### config.mk
export PLATFORM = sky130hd
export DESIGN_NAME = shiftreg_seq_multi
export DESIGN_NICKNAME = d
export VERILOG_FILES = /design/src/rtl/shiftreg_seq_multi.sv
export SDC_FILE = /design/constraint.sdc
export NUM_CORES = 1
export LEC_CHECK = 0
export CAP_MARGIN = 20
export CORE_UTILIZATION = 40
export DETAILED_ROUTE_END_ITERATION = 8
export MAX_ROUTING_LAYER = met4
export PLACE_DENSITY = 0.66
export SKIP_LAST_GASP = 1
export SYNTH_ARGS = -nofsm -noshare
export SYNTH_HDL_FRONTEND = slang
export SYNTH_SLANG_ARGS = --single-unit
### constraint.sdc
create_clock -name CLK -period 3.58 [get_ports CLK]
set_input_delay 0.716 -clock CLK [delete_from_list [all_inputs] [get_ports CLK]]
set_output_delay 0.716 -clock CLK [all_outputs]
set_load 0.03 [all_outputs]
### src/rtl/shiftreg_seq_multi.sv
// Serial shift-register sequencer: one static word, then one or more dynamic
// frames shifted on NCH parallel channels, each frame closed by an en_fin latch pulse.
module shiftreg_seq_multi #(
  parameter int SIZESRSTAT = 88,
  parameter int SIZESRDYN  = 16,
  parameter int NCH        = 1,
  parameter int CLKDIV     = 2,
  parameter int LATCH_CYC  = 1
) (
  input  logic                     CLK,
  input  logic                     RST,
  input  logic                     START,
  input  logic                     STOP,
  input  logic                     MODE,
  input  logic [SIZESRSTAT-1:0]    STAT_DATA,
  input  logic [NCH*SIZESRDYN-1:0] DYN_DATA,
  output logic                     sel_stat,
  output logic                     sel_dyn,
  output logic                     sr_clk,
  output logic [NCH-1:0]           signal_out,
  output logic                     en_fin,
  output logic                     dyn_ack,
  output logic                     busy,
  output logic                     done
);

  localparam int MAX_SD  = (SIZESRSTAT > SIZESRDYN) ? SIZESRSTAT : SIZESRDYN;
  localparam int BIT_MAX = (MAX_SD > LATCH_CYC) ? MAX_SD : LATCH_CYC;
  localparam int BIT_W   = (BIT_MAX > 1) ? $clog2(BIT_MAX) : 1;
  localparam int DIV_W   = $clog2(CLKDIV);

  localparam logic [BIT_W-1:0] STAT_LAST  = BIT_W'(SIZESRSTAT - 1);
  localparam logic [BIT_W-1:0] DYN_LAST   = BIT_W'(SIZESRDYN - 1);
  localparam logic [BIT_W-1:0] LATCH_LAST = BIT_W'(LATCH_CYC - 1);
  localparam logic [DIV_W-1:0] DIV_LAST   = DIV_W'(CLKDIV - 1);

  typedef enum logic [2:0] {IDLE, STAT, DYN, LATCH, DONE} state_e;

  state_e                           state_q, state_d;
  logic [SIZESRSTAT-1:0]            stat_sr_q, stat_sr_d;
  logic [NCH-1:0][SIZESRDYN-1:0]    dyn_sr_q, dyn_sr_d;
  logic                             mode_q, mode_d;
  logic                             stop_pend_q, stop_pend_d;
  logic [DIV_W-1:0]                 div_cnt_q, div_cnt_d;
  logic [BIT_W-1:0]                 bit_cnt_q, bit_cnt_d;

  logic           sel_stat_q, sel_stat_d;
  logic           sel_dyn_q, sel_dyn_d;
  logic           sr_clk_q, sr_clk_d;
  logic [NCH-1:0] signal_out_q, signal_out_d;
  logic           en_fin_q, en_fin_d;
  logic           dyn_ack_q, dyn_ack_d;
  logic           busy_q, busy_d;
  logic           done_q, done_d;

  logic period_end;
  assign period_end = (div_cnt_q == DIV_LAST);

  always_comb begin
    // NOTE: every variable gets a default first so no path leaves it unassigned (no latch).
    state_d     = state_q;
    stat_sr_d   = stat_sr_q;
    dyn_sr_d    = dyn_sr_q;
    mode_d      = mode_q;
    stop_pend_d = stop_pend_q;
    div_cnt_d   = div_cnt_q;
    bit_cnt_d   = bit_cnt_q;
    dyn_ack_d   = 1'b0;

    case (state_q)
      IDLE: begin
        if (START) begin
          state_d   = STAT;
          stat_sr_d = STAT_DATA;
          dyn_sr_d  = DYN_DATA;
          mode_d    = MODE;
          div_cnt_d = '0;
          bit_cnt_d = '0;
          dyn_ack_d = 1'b1;
        end
      end
      STAT: begin
        stop_pend_d = stop_pend_q | STOP;
        if (period_end) begin
          div_cnt_d = '0;
          if (bit_cnt_q == STAT_LAST) begin
            state_d   = DYN;
            bit_cnt_d = '0;
          end else begin
            bit_cnt_d = bit_cnt_q + 1'b1;
            stat_sr_d = stat_sr_q << 1;
          end
        end else begin
          div_cnt_d = div_cnt_q + 1'b1;
        end
      end
      DYN: begin
        stop_pend_d = stop_pend_q | STOP;
        if (period_end) begin
          div_cnt_d = '0;
          if (bit_cnt_q == DYN_LAST) begin
            state_d   = LATCH;
            bit_cnt_d = '0;
          end else begin
            bit_cnt_d = bit_cnt_q + 1'b1;
            for (int c = 0; c < NCH; c++) dyn_sr_d[c] = dyn_sr_q[c] << 1;
          end
        end else begin
          div_cnt_d = div_cnt_q + 1'b1;
        end
      end
      LATCH: begin
        stop_pend_d = stop_pend_q | STOP;
        if (bit_cnt_q == LATCH_LAST) begin
          // The continue decision uses the flag as it stood when dyn_ack was issued.
          if (mode_q && !stop_pend_q) begin
            state_d   = DYN;
            dyn_sr_d  = DYN_DATA;
            div_cnt_d = '0;
            bit_cnt_d = '0;
          end else begin
            state_d = DONE;
          end
        end else begin
          bit_cnt_d = bit_cnt_q + 1'b1;
        end
      end
      DONE: begin
        state_d     = IDLE;
        stop_pend_d = 1'b0;
      end
      default: state_d = IDLE;
    endcase

    if (state_d == LATCH && bit_cnt_d == LATCH_LAST && mode_q && !stop_pend_d)
      dyn_ack_d = 1'b1;

    sel_stat_d   = (state_d == STAT);
    sel_dyn_d    = (state_d == DYN);
    sr_clk_d     = (state_d == STAT || state_d == DYN) && (div_cnt_d == DIV_LAST);
    en_fin_d     = (state_d == LATCH);
    busy_d       = (state_d == STAT || state_d == DYN || state_d == LATCH);
    done_d       = (state_d == DONE);
    signal_out_d = '0;
    if (state_d == STAT) signal_out_d[0] = stat_sr_d[SIZESRSTAT-1];
    if (state_d == DYN)
      for (int c = 0; c < NCH; c++) signal_out_d[c] = dyn_sr_d[c][SIZESRDYN-1];
  end

  always_ff @(posedge CLK) begin
    // NOTE: sequential state uses non-blocking assignments so all flops update together.
    if (RST) begin
      state_q      <= IDLE;
      stat_sr_q    <= '0;
      dyn_sr_q     <= '0;
      mode_q       <= 1'b0;
      stop_pend_q  <= 1'b0;
      div_cnt_q    <= '0;
      bit_cnt_q    <= '0;
      sel_stat_q   <= 1'b0;
      sel_dyn_q    <= 1'b0;
      sr_clk_q     <= 1'b0;
      signal_out_q <= '0;
      en_fin_q     <= 1'b0;
      dyn_ack_q    <= 1'b0;
      busy_q       <= 1'b0;
      done_q       <= 1'b0;
    end else begin
      state_q      <= state_d;
      stat_sr_q    <= stat_sr_d;
      dyn_sr_q     <= dyn_sr_d;
      mode_q       <= mode_d;
      stop_pend_q  <= stop_pend_d;
      div_cnt_q    <= div_cnt_d;
      bit_cnt_q    <= bit_cnt_d;
      sel_stat_q   <= sel_stat_d;
      sel_dyn_q    <= sel_dyn_d;
      sr_clk_q     <= sr_clk_d;
      signal_out_q <= signal_out_d;
      en_fin_q     <= en_fin_d;
      dyn_ack_q    <= dyn_ack_d;
      busy_q       <= busy_d;
      done_q       <= done_d;
    end
  end

  assign sel_stat   = sel_stat_q;
  assign sel_dyn    = sel_dyn_q;
  assign sr_clk     = sr_clk_q;
  assign signal_out = signal_out_q;
  assign en_fin     = en_fin_q;
  assign dyn_ack    = dyn_ack_q;
  assign busy       = busy_q;
  assign done       = done_q;

endmodule

==> metrics.md <==
| Metric | Value |
|---|---|
| Status | `completed` |
| Initial Utilization | `0.410` |
| First-pass GRT wire length | `22.2 mm` |
| Wire per inst | `15.7 µm` |
| Number of synthesized register bits | `125` |
| WP data arrival | `2980 ps` |
| FILL cells | `1192` |
| I/O Buffers | `116` |
| Reg-to-reg setup timing slack | `930 ps` |
| Top_reg_cell synth | `dfxtp_1` |
| Initial antenna violation count | `0` |
| Mapped cell area | `0.00520 mm²` |
| Share of layout cells above drive strength 1 | `0.0767` |
| Fmax | `0.378 GHz` |
| Core area | `0.0127 mm²` |
| Hold_sp | `stat_sr_q[1]` |
| CTS root buf | `clkbuf_16` |
| Final setup vio count | `0` |
| Met3 GRT Util | `0.0675` |
| RSZ-0062 raised after global routing | `false` |
| Hold-fix buffer count after cts | `0` |
| R2R cell count | `8` |
| Worst Max-Slew Pin Slew | `697 ps` |
| HP Class | `flop to flop` |
| Clk buf depth | `2` |
| # IOs | `117` |
| Shortest period the worst path allows | `2650 ps` |
| Final Hold Fails | `0` |
| Max-cap violations | `0` |
| CTS sink cnt | `125` |
| Count of different cell masters after synthesis | `47` |
| Worst r2r dst | `dyn_ack` |
| Period Utilization, post-route | `0.740` |
| WHS Path Cells | `2` |
| Most frequent cells in the layout | `125 x dfxtp_1, 115 x clkdlybuf4s50_1, 104 x nand2_1, 101 x a21oi_1, 89 x a22oi_1` |
| H-tree depth | `4` |
| DRC Markers | `0` |
| First-pass DRT Iterations | `8` |
| Setup Fix Bufs, Post-CTS | `0` |
| Cells after synthesis | `612` |
| Met2 Use GR | `0.354` |
| Commonest non-fill, non-tap cell in the layout | `dfxtp_1` |
| Setup CP Type | `flop to flop` |
| First DRT Iteration DRCs | `506` |
| Max IR drop VDD | `402 µV` |
| Largest net degree at the start of global routing | `71` |
| WHS Endpoint | `stat_sr_q[1]` |
| GP Congestion | `0.885` |
| CP startpoint kind | `flop` |
| CP Max Fanout | `17` |
| DR vias/cell | `5.63` |
| Vias in the first global route | `4693` |
| Gr busiest metal | `met2` |
| CTS buffer count | `17` |
| Crit. End Element | `flop` |
| Yosys top cell area share | `0.481` |
| Met1 GRT Util | `0.254` |
| Dominant cell type by area after synthesis | `dfxtp_1` |
| Die height | `116 µm` |
| Die ar. | `0.0135 mm²` |
| Final wirelength | `13.9 mm` |
| Total Neg Setup Slack | `0 ps` |
| R2R Path Start | `bit_cnt_q[1]` |
| Final hold slack | `452 ps` |
| Post-synth ARST share | `0` |
| PwrDens | `519 mW/mm²` |
| Antenna Cells | `0` |
| Die width | `116 µm` |
| Final ANT Viol Nets | `0` |
| Slew HR | `0.536` |
| Synth-to-Final Area Change | `36.0%` |
| Critical path data required time | `3910 ps` |
| Post-synth EDFFs | `0` |
| Fin. max-slew vios | `0` |
| CTS tree | `yes` |
| Clk_skew | `6.40 ps` |
| Clock-pin slew on the worst setup and hold paths | `50 ps` |
| Post-CTS sizing | `0` |
| Pleak | `2.47 nW` |
| Skew-Pair Late Insertion Delay | `410 ps` |
| GRT Total Usage | `0.219` |
| Post-DP HPWL | `9.20 mm` |
| Syn_nets | `723` |
| Row cnt | `41` |
| Share of the yosys chip area belonging to registers | `0.481` |
| Synth warn | `0` |
| Nets | `815` |
| Top cells by area, synth | `dfxtp_1 48%, a22oi_1 13%, a21oi_1 9.7%, nand2_1 7.5%, clkbuf_1 3.3%` |
| GRT Residual Overflow | `0` |
| Vias | `5001` |
| Syn Area/Cell | `8.49 µm²` |
-- how the worst max path moves through the flow --
stage | to | slack, ps | from | cells past startpoint
global route | dyn_ack | 750 | bit_cnt_q[0] | 8
finish | dyn_ack | 930 | bit_cnt_q[1] | 8
detailed placement | signal_out | 620 | START | 5
CTS | signal_out | 920 | bit_cnt_q[0] | 8
floorplan | dyn_ack | 1460 | bit_cnt_q[0] | 8
global placement | signal_out | 690 | START | 5
-- stage by stage --
step / setup slack, ps / utilization / power (mW) / cell area (µm²) / cells
4_1_cts: 918 / 0.558 / 3.71 / 7060 / 888
3_3_place_gp: 691 / 0.509 / 1.93 / 6450 / 856
5_1_grt: 747 / 0.558 / 3.82 / 7070 / 889
2_1_floorplan: 1460 / - / 1.75 / 5200 / 612
6_report: 931 / 0.558 / 3.67 / 7070 / 889
3_5_place_dp: 618 / 0.509 / 1.94 / 6450 / 856
-- where the power goes --
| part | leakage, nW | internal, mW | total, mW | switching (mW) |
|---|---|---|---|---|
| clock network | 0.296 | 1.13 | 1.76 | 0.624 |
| logic | 1.15 | 0.206 | 0.392 | 0.186 |
| registers | 1.02 | 1.47 | 1.52 | 0.0468 |
| total | 2.47 | 2.81 | 3.67 | 0.857 |
-- cell type report --
cell class / instances / area (µm²) / area share
multi-input combinational: 426 / 2470 / 0.349
clock buffer: 19 / 453 / 0.0640
tap: 172 / 215 / 0.0304
inverter: 6 / 22.5 / 0.00318
sequential: 125 / 2500 / 0.354
clock inverter: 13 / 163 / 0.0230
timing repair buffer: 128 / 1250 / 0.177
-- cells by family (layout without fill, tap and decap cells) --
logic type / count (synthesis) / count (layout) / share of synthesized area
fa+ha+maj: 2 / 2 / 0.00481
mux: 1 / 1 / 0.00193
simple gates: 182 / 182 / 0.158
buf+inv: 61 / 166 / 0.0479
flops: 125 / 125 / 0.481
compound gates: 241 / 241 / 0.306
-- sequential cells by signal, summed over array words and instances, names as in the netlist --
name         flops
bit_cnt_q        7
busy             1
div_cnt_q        1
done             1
dyn_ack          1
dyn_sr_q        16
en_fin           1
mode_q           1
sel_dyn          1
sel_stat         1
signal_out       1
sr_clk           1
stat_sr_q       88
state_q          3
stop_pend_q      1
-- cells in the mapped netlist, types with 2 or more instances --
cell	n
o21ai_1	2
a222oi_1	15
a21oi_1	101
or3b_2	2
a22oi_1	89
nand3b_1	2
a21boi_0	2
nor3_1	6
nand4_1	3
nor4_1	4
nand3_1	6
ha_1	2
dfxtp_1	125
nand2_1	104
and3_1	3
nand4bb_1	2
o31ai_1	4
nand2b_1	3
buf_2	7
or2_2	2
clkbuf_1	46
nor2b_1	4
o211ai_1	6
nor3b_1	3
nor2_1	31
a31oi_1	3
or3_1	3
o21ai_0	6
o2111ai_1	3
inv_1	6
-- layer usage --
layer,vias to the layer above,part of all wire,wire [µm]
met2,163,0.49,6790
met1,2370,0.43,5940
met4,0,0.019,260
li1,2442,-,-
met5,-,0,0
met3,26,0.069,958
-- critical path: stages (launching register included) --
cell	delay, ps
dfxtp_1	380
ha_1	340
and3_1	290
a21oi_1	90
buf_4	220
or3_1	520
o221ai_1	300
o2111ai_1	190
o31ai_2	240
(Power assumes the default switching activity.)
==> edit (same settings) <==
`SIZESRDYN`: 16 -> 32.
--- a/src/rtl/shiftreg_seq_multi.sv
+++ b/src/rtl/shiftreg_seq_multi.sv
@@ -2,7 +2,7 @@
 // frames shifted on NCH parallel channels, each frame closed by an en_fin latch pulse.
 module shiftreg_seq_multi #(
   parameter int SIZESRSTAT = 88,
-  parameter int SIZESRDYN  = 16,
+  parameter int SIZESRDYN  = 32,
   parameter int NCH        = 1,
   parameter int CLKDIV     = 2,
   parameter int LATCH_CYC  = 1
Ports: changed (resized DYN_DATA); port bits go from 117 to 133. The function was not compared with the original's and may differ.
==> edit against the unedited design <==
  * The run now ends with DRC left
  * Wire length increased by 9.6%
  * Final area increased by 8.0%
  * Setup slack got worse by 28 ps
  * Sequential cell count increased by 16
  * Synthesized area increased by 9.8%
  * Synthesized cell count decreased by 3.8%
  * Fmax decreased by 1.1%
  * Total power increased by 5.8%
  * Non-clock buffer count increased by 13
==> edit: results (changes against the unedited design) <==
Area contributors post-synth=dfxtp_1 (49%), a222oi_1 (20%), nor2_1 (8.8%), clkbuf_1 (2.4%), a21oi_1 (1.7%); Seq/Total Area, Yosys=0.495 (+0.0132); pin count of the biggest net entering global routing=88 (+24%); highest-delay cell along the critical path=or3_1; Slew Limit Fails=0 (unchanged); Worst EP arrival=3030 ps (+50 ps); most frequent cells after synthesis=dfxtp_1 (141), nor2_1 (134), a222oi_1 (116), clkbuf_1 (36), a21oi_1 (19); Synth Warn #=0 (unchanged); Critical Path Source=bit_cnt_q[0]; type of the tightest min-delay check=register to register; Critical Path Max Stage Delay=470 ps (-50 ps); 1st-pass router iterations=9 (+1); IO buf count=132 (+14%); clk root buf=clkbuf_16; syn_nets=716 (-0.97%); clock latency on the worst-skew pair=about 420 ps; top_reg_cell synth=dfxtp_1; # diodes=0 (unchanged); GP Congestion=0.879 (-0.68%); R2R depth=8 (unchanged); vias in the first global route=4885 (+4.1%); Max IR drop VDD=0.000370 V (-8.1%); total wire length=15300 um (+9.6%); first-pass GRT wire length=24400 um (+9.9%); CP delay by family, top=simple AND/OR/NAND/NOR gates; GRT Total Usage=0.216 (-0.00371); DR vias=5385 (+7.7%); Max Buffers Root-to-Sink=2 (unchanged); DRC violations left=2 (+2); FFs w/ async S/R, synth=0 (unchanged); crit path to=dyn_ack; Worst Max-Slew Pin Slew=878 ps (+181 ps); skew final=9.54 ps (+3.14 ps); Max H-tree Level=4 (unchanged); initial antenna violation count=0 (unchanged); CTS buffer count=17 (unchanged); net count of the finished layout=813 (-0.25%); Reg clk slew, reported paths=roughly 60 ps; Setup Fix Bufs, Post-CTS=0 (unchanged); biggest regs=stat_sr_q (88), dyn_sr_q (32), bit_cnt_q (7); DP HPWL=9890 um (+7.5%); Reg2Reg Setup Slack=900 ps (-30 ps); cts repair resizes=0 (unchanged); failing checks=DRC; final setup fails=0 (unchanged); Leakage=2.76 nW (+12%); status=complete, but fails checks; crit-path max FO=33 (+16); Initial DRC Count=814 (+61%); layout cells sized above 1=0.0873 (+0.0106); Synth cell types=67 (+43%)
## edit: cell count changes after synthesis, moves of 4 or more
| cell | before | now |
|---|---|---|
| nor2_1 | 31 | 134 |
| a222oi_1 | 15 | 116 |
| nand2_1 | 104 | 10 |
| a22oi_1 | 89 | 4 |
| a21oi_1 | 101 | 19 |
| dfxtp_1 | 125 | 141 |
| clkbuf_1 | 46 | 36 |
| buf_2 | 7 | 15 |
| buf_1 | 0 | 7 |
| inv_1 | 6 | 10 |
| nand3_1 | 6 | 2 |
## edit: worst min-delay path by stage
stage,start,end
CTS,dyn_sr_q[30],dyn_sr_q[30]
finish,dyn_sr_q[30],dyn_sr_q[30]
global placement,dyn_sr_q[30],dyn_sr_q[30]
detailed placement,dyn_sr_q[30],dyn_sr_q[30]
floorplan,dyn_sr_q[30],dyn_sr_q[30]
global route,dyn_sr_q[30],dyn_sr_q[30]
## edit: per-stage QoR
stage               cells  area (um^2)  setup WS, ps  power (W)  hold WS, ps
CTS                   878         7620           758    0.00391          465
global placement      846         7060           619    0.00222          445
finish                879         7640           903    0.00388          462
global route          879         7640           715    0.00405          496
floorplan             589         5710          1480    0.00203          432
detailed placement    846         7060           546    0.00224          457
## edit: cell type report
class                           instances  area, um^2
Inverter                               10        37.5
Clock buffer                           19         453
Fill cell                            1270        6240
Multi-Input combinational cell        375        2590
Timing Repair Buffer                  141        1390
Sequential cell                       141        2820
Clock inverter                         13         115
Tap cell                              180         225
## edit: logic make-up (layout without fill, tap and decap cells)
family,Yosys count,after routing,synth area share
AO/OA/AOI/OAI,184,184,0.289
adder cells (fa/ha/maj),2,2,0.00438
buffers and inverters,73,183,0.0568
flip-flops,141,141,0.495
multiplexers,1,1,0.00175
AND/OR/NAND/NOR,188,188,0.153
## edit: power breakdown
part / switching (W) / leakage, nW / internal [W]
combinational: 0.000219 / 1.33 / 0.000270
clock: 0.000674 / 0.272 / 0.000991
sequential: 0.0000586 / 1.16 / 0.00167
## edit: tightest hold or removal path, stage by stage, from the launching register on
cell and delay, ps:
dfxtp_1 310, nand2_1 50, a21oi_1 50
## edit: per-layer routing
metal  global-route usage  share of wire
met4               0.0671         0.0082
met1                0.267           0.43
met2                0.343           0.50
met5                    -              0
met3               0.0559          0.065
